`src/rtl/audio_i2s_tx.sv`:
```
`timescale 1ns/1ps
`default_nettype none
// ============================================================================
//  Module      : audio_i2s_tx
//  Description : I2S transmitter. A phase accumulator on clk_74a produces the
//                master clock edges; sclk = mclk/4 and 64 sclk periods form one
//                stereo frame of two 32-bit MSB-aligned slots. One stereo
//                sample is taken per frame from a holding register or, when
//                AUDIO_I2S_TX_FIFO_EN is defined, from a FIFO_DEPTH-entry FIFO.
//  Revision    : 1.0 - initial release
// ============================================================================
module audio_i2s_tx #(
    parameter int IN_WIDTH   = 16,
    parameter int ACC_WIDTH  = 21,
    parameter int PHASE_INC  = 694138,
    parameter int MONO       = 0,
    parameter int FIFO_DEPTH = 4
) (
    input  logic                clk_74a,
    input  logic                reset_n,
    input  logic                sample_valid,
    output logic                sample_ready,
    input  logic [IN_WIDTH-1:0] sample_left,
    input  logic [IN_WIDTH-1:0] sample_right,
    output logic                audio_mclk,
    output logic                audio_lrck,
    output logic                audio_dac,
    output logic                frame_start,
    output logic                underrun
);

    localparam logic [ACC_WIDTH:0] c_INC = (ACC_WIDTH + 1)'(PHASE_INC);

    // Reject illegal configurations at elaboration time
    if (IN_WIDTH < 8 || IN_WIDTH > 32) begin : g_bad_in_width
        $error("audio_i2s_tx: IN_WIDTH must be within 8..32");
    end
    if (FIFO_DEPTH < 2 || (FIFO_DEPTH & (FIFO_DEPTH - 1)) != 0) begin : g_bad_fifo_depth
        $error("audio_i2s_tx: FIFO_DEPTH must be a power of 2, at least 2");
    end

    logic [ACC_WIDTH-1:0] r_acc;
    logic [ACC_WIDTH:0]   w_acc_sum;
    logic                 w_mclk_edge;
    logic [1:0]           r_sclk_div;
    logic                 r_sclk;
    logic                 w_sclk_fall;
    logic [5:0]           r_bit_cnt;
    logic [5:0]           w_bit_cnt_nxt;
    logic                 w_frame_load;
    logic [63:0]          r_shift;
    logic [63:0]          r_last_frame;
    logic [63:0]          w_load_frame;
    logic                 r_ready_en;
    logic                 w_push;
    logic                 w_pop;
    logic                 w_have_sample;
    logic [IN_WIDTH-1:0]  w_head_left;
    logic [IN_WIDTH-1:0]  w_head_right;

    // Place a sample MSB-first in a 32-bit slot, zero-padding the LSBs
    function automatic logic [31:0] to_slot(input logic [IN_WIDTH-1:0] s);
        logic [31:0] v;
        v = '0;
        v[31 -: IN_WIDTH] = s;
        return v;
    endfunction

    assign w_acc_sum     = {1'b0, r_acc} + c_INC;
    assign w_mclk_edge   = w_acc_sum[ACC_WIDTH];
    assign w_sclk_fall   = w_mclk_edge && (r_sclk_div == 2'd3) && r_sclk;
    assign w_bit_cnt_nxt = r_bit_cnt + 6'd1;
    assign w_frame_load  = w_sclk_fall && (r_bit_cnt == 6'd63);
    assign w_push        = sample_valid && sample_ready;
    assign w_pop         = w_frame_load && w_have_sample;

    // In mono mode the right input is never looked at
    always_comb begin
        w_load_frame = r_last_frame;
        if (w_have_sample) begin
            w_load_frame = {to_slot(w_head_left),
                            to_slot((MONO != 0) ? w_head_left : w_head_right)};
        end
    end

    // Phase accumulator, mclk toggle and the mclk/4 sclk divider
    always_ff @(posedge clk_74a or negedge reset_n) begin
        if (!reset_n) begin
            r_acc      <= '0;
            audio_mclk <= 1'b0;
            r_sclk_div <= 2'd0;
            r_sclk     <= 1'b0;
        end else begin
            r_acc <= w_acc_sum[ACC_WIDTH-1:0];
            if (w_mclk_edge) begin
                audio_mclk <= ~audio_mclk;
                r_sclk_div <= r_sclk_div + 2'd1;
                if (r_sclk_div == 2'd3) begin
                    r_sclk <= ~r_sclk;
                end
            end
        end
    end

    // Serializer: on each sclk fall advance the bit counter, shift data out
    // and, when the counter wraps, load the next frame (one-bit I2S delay
    // comes from emitting the old MSB before the load takes effect)
    always_ff @(posedge clk_74a or negedge reset_n) begin
        if (!reset_n) begin
            r_bit_cnt    <= 6'd0;
            audio_lrck   <= 1'b0;
            audio_dac    <= 1'b0;
            r_shift      <= '0;
            r_last_frame <= '0;
            frame_start  <= 1'b0;
            underrun     <= 1'b0;
        end else begin
            frame_start <= w_frame_load;
            underrun    <= w_frame_load && !w_have_sample;
            if (w_sclk_fall) begin
                r_bit_cnt  <= w_bit_cnt_nxt;
                audio_lrck <= w_bit_cnt_nxt[5];
                audio_dac  <= r_shift[63];
                if (w_frame_load) begin
                    r_shift      <= w_load_frame;
                    r_last_frame <= w_load_frame;
                end else begin
                    r_shift <= {r_shift[62:0], 1'b0};
                end
            end
        end
    end

    // Hold off acceptance until the first edge after reset release
    always_ff @(posedge clk_74a or negedge reset_n) begin
        if (!reset_n) begin
            r_ready_en <= 1'b0;
        end else begin
            r_ready_en <= 1'b1;
        end
    end

`ifdef AUDIO_I2S_TX_FIFO_EN
    localparam int             c_AW    = $clog2(FIFO_DEPTH);
    localparam logic [c_AW:0]  c_DEPTH = (c_AW + 1)'(FIFO_DEPTH);

    logic [IN_WIDTH-1:0] r_fifo_left  [FIFO_DEPTH];
    logic [IN_WIDTH-1:0] r_fifo_right [FIFO_DEPTH];
    logic [c_AW-1:0]     r_wr_ptr;
    logic [c_AW-1:0]     r_rd_ptr;
    logic [c_AW:0]       r_count;

    assign w_have_sample = (r_count != '0);
    assign sample_ready  = r_ready_en && (r_count != c_DEPTH);
    assign w_head_left   = r_fifo_left[r_rd_ptr];
    assign w_head_right  = r_fifo_right[r_rd_ptr];

    // FIFO storage; contents need no reset since occupancy gates every read
    always_ff @(posedge clk_74a) begin
        if (w_push) begin
            r_fifo_left[r_wr_ptr]  <= sample_left;
            r_fifo_right[r_wr_ptr] <= sample_right;
        end
    end

    // FIFO pointers (natural power-of-2 wrap) and occupancy
    always_ff @(posedge clk_74a or negedge reset_n) begin
        if (!reset_n) begin
            r_wr_ptr <= '0;
            r_rd_ptr <= '0;
            r_count  <= '0;
        end else begin
            if (w_push) begin
                r_wr_ptr <= r_wr_ptr + 1'b1;
            end
            if (w_pop) begin
                r_rd_ptr <= r_rd_ptr + 1'b1;
            end
            case ({w_push, w_pop})
                2'b10:   r_count <= r_count + 1'b1;
                2'b01:   r_count <= r_count - 1'b1;
                default: r_count <= r_count;
            endcase
        end
    end
`else
    logic                r_hold_full;
    logic [IN_WIDTH-1:0] r_hold_left;
    logic [IN_WIDTH-1:0] r_hold_right;

    assign w_have_sample = r_hold_full;
    assign sample_ready  = r_ready_en && !r_hold_full;
    assign w_head_left   = r_hold_left;
    assign w_head_right  = r_hold_right;

    // Holding register data; valid only while r_hold_full is set
    always_ff @(posedge clk_74a) begin
        if (w_push) begin
            r_hold_left  <= sample_left;
            r_hold_right <= sample_right;
        end
    end

    // Holding register occupancy; push needs empty and pop needs full,
    // so the two never coincide
    always_ff @(posedge clk_74a or negedge reset_n) begin
        if (!reset_n) begin
            r_hold_full <= 1'b0;
        end else if (w_push) begin
            r_hold_full <= 1'b1;
        end else if (w_pop) begin
            r_hold_full <= 1'b0;
        end
    end
`endif

endmodule
`default_nettype wire
```
`config.mk`:
```
export PLATFORM = sky130hd
export DESIGN_NAME = audio_i2s_tx
export DESIGN_NICKNAME = d
export VERILOG_FILES = /design/src/rtl/audio_i2s_tx.sv
export SDC_FILE = /design/constraint.sdc
export NUM_CORES = 1
export LEC_CHECK = 0
export ABC_AREA = 1
export BUFFER_PORTS_ARGS = -buffer_cell sky130_fd_sc_hd__buf_2
export CAP_MARGIN = 20
export CELL_PAD_IN_SITES_DETAIL_PLACEMENT = 2
export CELL_PAD_IN_SITES_GLOBAL_PLACEMENT = 2
export CORE_MARGIN = 8
export CORE_UTILIZATION = 38
export CTS_BUF_LIST = sky130_fd_sc_hd__clkbuf_4 sky130_fd_sc_hd__clkbuf_8 sky130_fd_sc_hd__clkbuf_16
export DETAILED_ROUTE_END_ITERATION = 10
export PLACE_DENSITY_LB_ADDON = 0.1
export SLEW_MARGIN = 20
export SYNTH_ARGS = -nofsm -noshare
export SYNTH_HDL_FRONTEND = slang
export SYNTH_SLANG_ARGS = --single-unit
export TNS_END_PERCENT = 50
```
`constraint.sdc`:
```
create_clock -name clk_74a -period 2.4 [get_ports clk_74a]
set_input_delay 0.48 -clock clk_74a [delete_from_list [all_inputs] [get_ports clk_74a]]
set_output_delay 0.48 -clock clk_74a [all_outputs]
set_load 0.02 [all_outputs]
```
---- Word-level counts from Yosys, hierarchy flattened ----
Cells that the tools add are included.
word-level totals
  bits in registers ....................... 197
  output and inout bits ................... 6
cells by class
  muxes and demuxes ....................... 4
  bitwise gates (word level) .............. 2
  add/subtract/negate cells ............... 3
  equality and inequality tests ........... 2
  reductions and logical operators ........ 11
operator list
  cell                                             count
  two-way mux 64 bit                               2
  adder 21 x 20 -> 22 bit (second input constant)  1
  logical AND 1 bit                                7
  adder 6 x 1 -> 6 bit (second input constant)     1
  == test 6 bit (second input constant)            1
  AND reduction 2 bit                              2
  adder 2 x 1 -> 2 bit (second input constant)     1
  == test 2 bit (second input constant)            1
  two-way mux 1 bit                                2
  NOT 1 bit                                        2
  nonzero test 2 bit                               1
  logical NOT 1 bit                                1

---- Logic depth before layout (Yosys ltp) ----
  word-level depth ........................ 7
  depth in mapped cells ................... 13
  gate-level depth less buffers ........... 12

---- Worst setup path before layout ----
OpenSTA, ideal clock, no wires.
  path type ............................... reg-to-reg
  from .................................... reg r_hold_full
  to ...................................... reg r_hold_left[0] (enable)
  clock period less this slack ............ 2.177 ns
  stages on the path, launching flop included .. 6
  setup time .............................. 0.387 ns
  data required time ...................... 2.013 ns
  path slack .............................. 0.223 ns
  data arrival time ....................... 1.791 ns
  cell sequence ........................... dfrtp_1 > clkbuf_1 > clkbuf_1 > nor2_1 > nand2_1 > inv_1
on the way
  word-level cells in the longest chain between the ends .. 3
ends and longest elaborated chain
  what                      RTL line  text
  start: declaration        187       logic r_hold_full;
  start signal: assignment  208       r_hold_full <= 1'b0;
  start signal: assignment  210       r_hold_full <= 1'b1;
  start signal: assignment  212       r_hold_full <= 1'b0;
  logical NOT 1 bit         192       assign sample_ready = r_ready_en && !r_hold_full;
  logical AND 1 bit         192
  via sample_ready          22        output logic sample_ready,
  logical AND 1 bit         74        assign w_push = sample_valid && sample_ready;
  via w_push                55        logic w_push;
  end signal: assignment    199       r_hold_left <= sample_left;
  end: declaration          188       logic [IN_WIDTH-1:0] r_hold_left;
The timed path passes the listed nets, and every way through them passes these cells.
A chain may end at the register's enable or synchronous reset.

---- Worst setup path in the final report ----
  from .................................... reg r_acc[1]
  to ...................................... reg r_last_frame[11]
on the way
  word-level cells in the longest chain between the ends .. 5
ends and longest elaborated chain
  what                                RTL line  text
  start: declaration                  42        logic [ACC_WIDTH-1:0] r_acc;
  start signal: assignment            94        r_acc <= w_acc_sum[ACC_WIDTH-1:0];
  adder 21 x 20 -> 22 bit (*)         69        assign w_acc_sum = {1'b0, r_acc} + c_INC;
  logical AND 1 bit (*) (2 in a row)  71        assign w_sclk_fall = w_mclk_edge && (r_sclk_div == 2'd3) && r_sclk;
  logical AND 1 bit                   73        assign w_frame_load = w_sclk_fall && (r_bit_cnt == 6'd63);
  AND reduction 2 bit (no line) (*)   n/a
  end signal: assignment              126       r_last_frame <= w_load_frame;
  end: declaration                    52        logic [63:0] r_last_frame;
Mark *: on every way between the ends. The rest lies on a longest branch, timed or not.

==> run_results.csv <==
group,metric,value,unit
min_path,hold_path_end,"r_hold_left[6]",
drt,drt_iter0_markers,174,
power,switching_share,23.3,%
logic_synthesis,synthArstFlopShare,83.6,%
logic_synthesis,synth.top_cell.area_share,46.9,%
drt,dr.pass1.iters,4,
timing,finalHoldViolations,0,
clock_network,cts.path.max_buffers,2,
drt,drt_wl_total,21400,um
critical_path,worstPathArrival,2.41,ns
logic_synthesis,ys.flop_type,"dfrtp_1",
global_route,grt_start_max_net_pins,52,
floorplanning,core-area,0.0226,sq mm
critical_path,r2r_end,"r_last_frame[11]",
timing,finalSetupViolations,0,
cells_and_area,num_antenna_cells,0,
power,combPwrFrac,1.5,%
critical_path,path_class,"reg -> reg",
clock_network,cts_resized,0,
drt,num_vias,6486,
power,p_clk_share,45.9,%
critical_path,crit_path_start_kind,"flip-flop",
power,p_int,4.90,mW
clock_network,h-tree-depth,4,
placement,io_buffers,40,
logic_synthesis,synth_area_leaders,"dfrtp_1 (47%), nand2_1 (13%), edfxtp_1 (11%)",
clock_network,numCtsBuffers,17,
floorplanning,die_area,0.0280,sq mm
critical_path,reg2regPathDepth,11,
logic_synthesis,yosysMostFrequentCell,"nand2_1",
drt,wl_per_cell,15.8,um
floorplanning,rows,55,
critical_path,worst-path-max-fanout,24,
clock_network,clock_latency,0.45,ns
timing,min_period,2.10,ns
timing,tns,0,ns
floorplanning,start_util,38.5,%
floorplanning,die_width,167,um
clock_network,clock-sinks,195,
logic_synthesis,synth_fp_nets,1057,
logic_synthesis,syn_area,0.00869,sq mm
floorplanning,die_y,167,um
min_path,holdPathStages,1,
power,power.switching,1.49,mW
logic_synthesis,ys_warn_count,0,
power,seqPwrFrac,52.6,%
logic_synthesis,synth_top_cells_by_count,"nand2_1 (304), inv_1 (164), dfrtp_1 (163)",
global_route,antenna_found_initial,0,
critical_path,r2r-start,"r_acc[1]",
global_route,grt_pass1_vias,7416,
placement,gp_congestion,0.740,
logic_synthesis,synth.avg_cell_area,8.53,sq um
critical_path,crit_path_end_kind,"flip-flop",
timing,finalCritPeriodShare,87.6,%
cells_and_area,fin_util,43.7,%
logic_synthesis,ys_seq_area_share,58.0,%
clock_network,clkTransAtPathRegs,0.09,ns
clock_network,cts_tree,"built",
drt,route.detailed.drc,0,
cells_and_area,nNetsFinal,1095,
power,leakage,5.03,nW
cells_and_area,syn_to_final_growth,13.5,%
power,vdd_drop_max,0.400,mV
drt,vias_per_cell,4.79,
critical_path,required,2.70,ns
global_route,grt_pass1_wl,37300,um
placement,dp_hpwl,14200,um
logic_synthesis,synth.ff_latch_count,195,
logic_synthesis,synth_cell_types,33,
logic_synthesis,yosysTopAreaCell,"dfrtp_1",
run_status,outcome,"finished, final reports clean",
logic_synthesis,synth_enable_flop_cells,32,
critical_path,rrSetupSlack,0.30,ns
timing,rsz0062_at_grt,"no",
min_path,hold_path_class,"in -> reg",
power,cellPowerDensity,647,mW/mm^2
cells_and_area,drive_gt1_share,11.0,%
min_path,min_from,"sample_left[6]",
logic_synthesis,synthCells,1019,
flow_run,maxCapViolCount,0,
timing,drv_slew,0,
global_route,overflow,0,
timing,fin_skew,0.0175,ns
drt,ant_nets,0,
clock_network,clockRootBuffer,"clkbuf_16",
floorplanning,ios,41,
global_route,grt_usage,16.3,%
timing,fmax,476,MHz
-- worst max-delay path by stage --
stage | endpoint | slack, ns | depth (start not counted) | start
2_1_floorplan | r_hold_left[0] | 0.22 | 5 | r_hold_full
6_report | r_last_frame[11] | 0.30 | 11 | r_acc[1]
3_3_place_gp | r_last_frame[12] | 0.42 | 11 | r_acc[1]
3_5_place_dp | r_last_frame[11] | 0.29 | 11 | r_acc[1]
5_1_grt | r_shift[50] | 0.11 | 12 | r_acc[1]
4_1_cts | r_last_frame[11] | 0.25 | 11 | r_acc[1]
-- layer usage --
layer  wire length, um  global-route usage [%]  vias up
met5                 0                       0        -
met4               233                    4.00        0
met3               317                    2.92       17
met2             11000                    29.5       39
met1              9780                    19.7     3255
li1                  -                       -     3175
-- flip-flops by register name, summed over array words and instances, names as in the netlist --
name and count:
r_sclk_div 2, audio_mclk 1, r_hold_full 1, r_acc 20, r_last_frame 64, audio_dac 1
frame_start 1, r_sclk 1, r_bit_cnt 5, r_hold_right 16, r_hold_left 16, audio_lrck 1
underrun 1, r_ready_en 1, r_shift 64
-- metrics by stage --
stage / cell area [sq um] / hold WS [ns] / std cells / total power, mW / setup WS [ns]
floorplan: 8690 / 0.184 / 1019 / 3.43 / 0.223
global placement: 9250 / 0.446 / 1322 / 3.53 / 0.418
detailed placement: 9250 / 0.446 / 1322 / 3.53 / 0.291
CTS: 9860 / 0.188 / 1355 / 6.47 / 0.251
global route: 9860 / 0.184 / 1355 / 6.57 / 0.110
finish: 9860 / 0.202 / 1355 / 6.38 / 0.298
-- cell type report --
type                    count  area (sq um)
clock inverters            14           169
clock buffers              18           433
flip-flops and latches    195          5040
fillers                  2488         12700
well taps                 285           357
inverters                 167           627
multi-input cells         613          2760
repair buffers             63           482
-- kinds of logic after synthesis --
family	Yosys count	synth area share [%]
simple gates	476	22.4
fa+ha+maj	3	0.432
xor+xnor	21	2.12
buf+inv	211	10.3
compound gates	111	6.59
other cells	1	0.0432
mux	1	0.130
flops	195	58.0
-- repair_timing --
action / in CTS / in global routing
hold buffers: 1 / 0
setup endpoints to repair: 0 / 0
endpoints found under the hold margin: 39 / 0
buffers inserted: 0 / 0
-- cell usage in the layout (no fill, tap or decap), drive strengths merged, types with 2 or more instances in the layout --
cell type,Yosys,layout
nor3,2,2
inv,167,174
nand2,305,305
xor2,19,19
a31oi,2,2
nand4,5,5
clkinv,0,6
clkbuf,15,18
o21ai,86,86
o31ai,3,3
a21oi,17,17
buf,29,62
nand3,45,45
edfxtp,32,32
nor4,2,2
ha,3,3
nor2,116,116
xnor2,2,2
dfrtp,163,163
-- power groups by stage --
stage / combinational, mW / sequential, mW / clock [mW]
finish: 0.0966 / 3.36 / 2.93
global route: 0.112 / 3.36 / 3.10
CTS: 0.104 / 3.36 / 3.01
detailed placement: 0.102 / 3.43 / 0
global placement: 0.0994 / 3.43 / 0
floorplan: 0.000436 / 3.43 / 0
-- critical path, cell delays in order, from the launching register on --
cell     delay (ns)
dfrtp_1        0.40
ha_1           0.21
nor2_2         0.07
nand3_2        0.08
nand2_1        0.07
nand2_1        0.10
nand3_2        0.09
nand2_4        0.14
nand4_4        0.22
nor2_2         0.18
buf_4          0.31
nor2_1         0.10
Note: power is estimated with default switching activity, not from simulation.
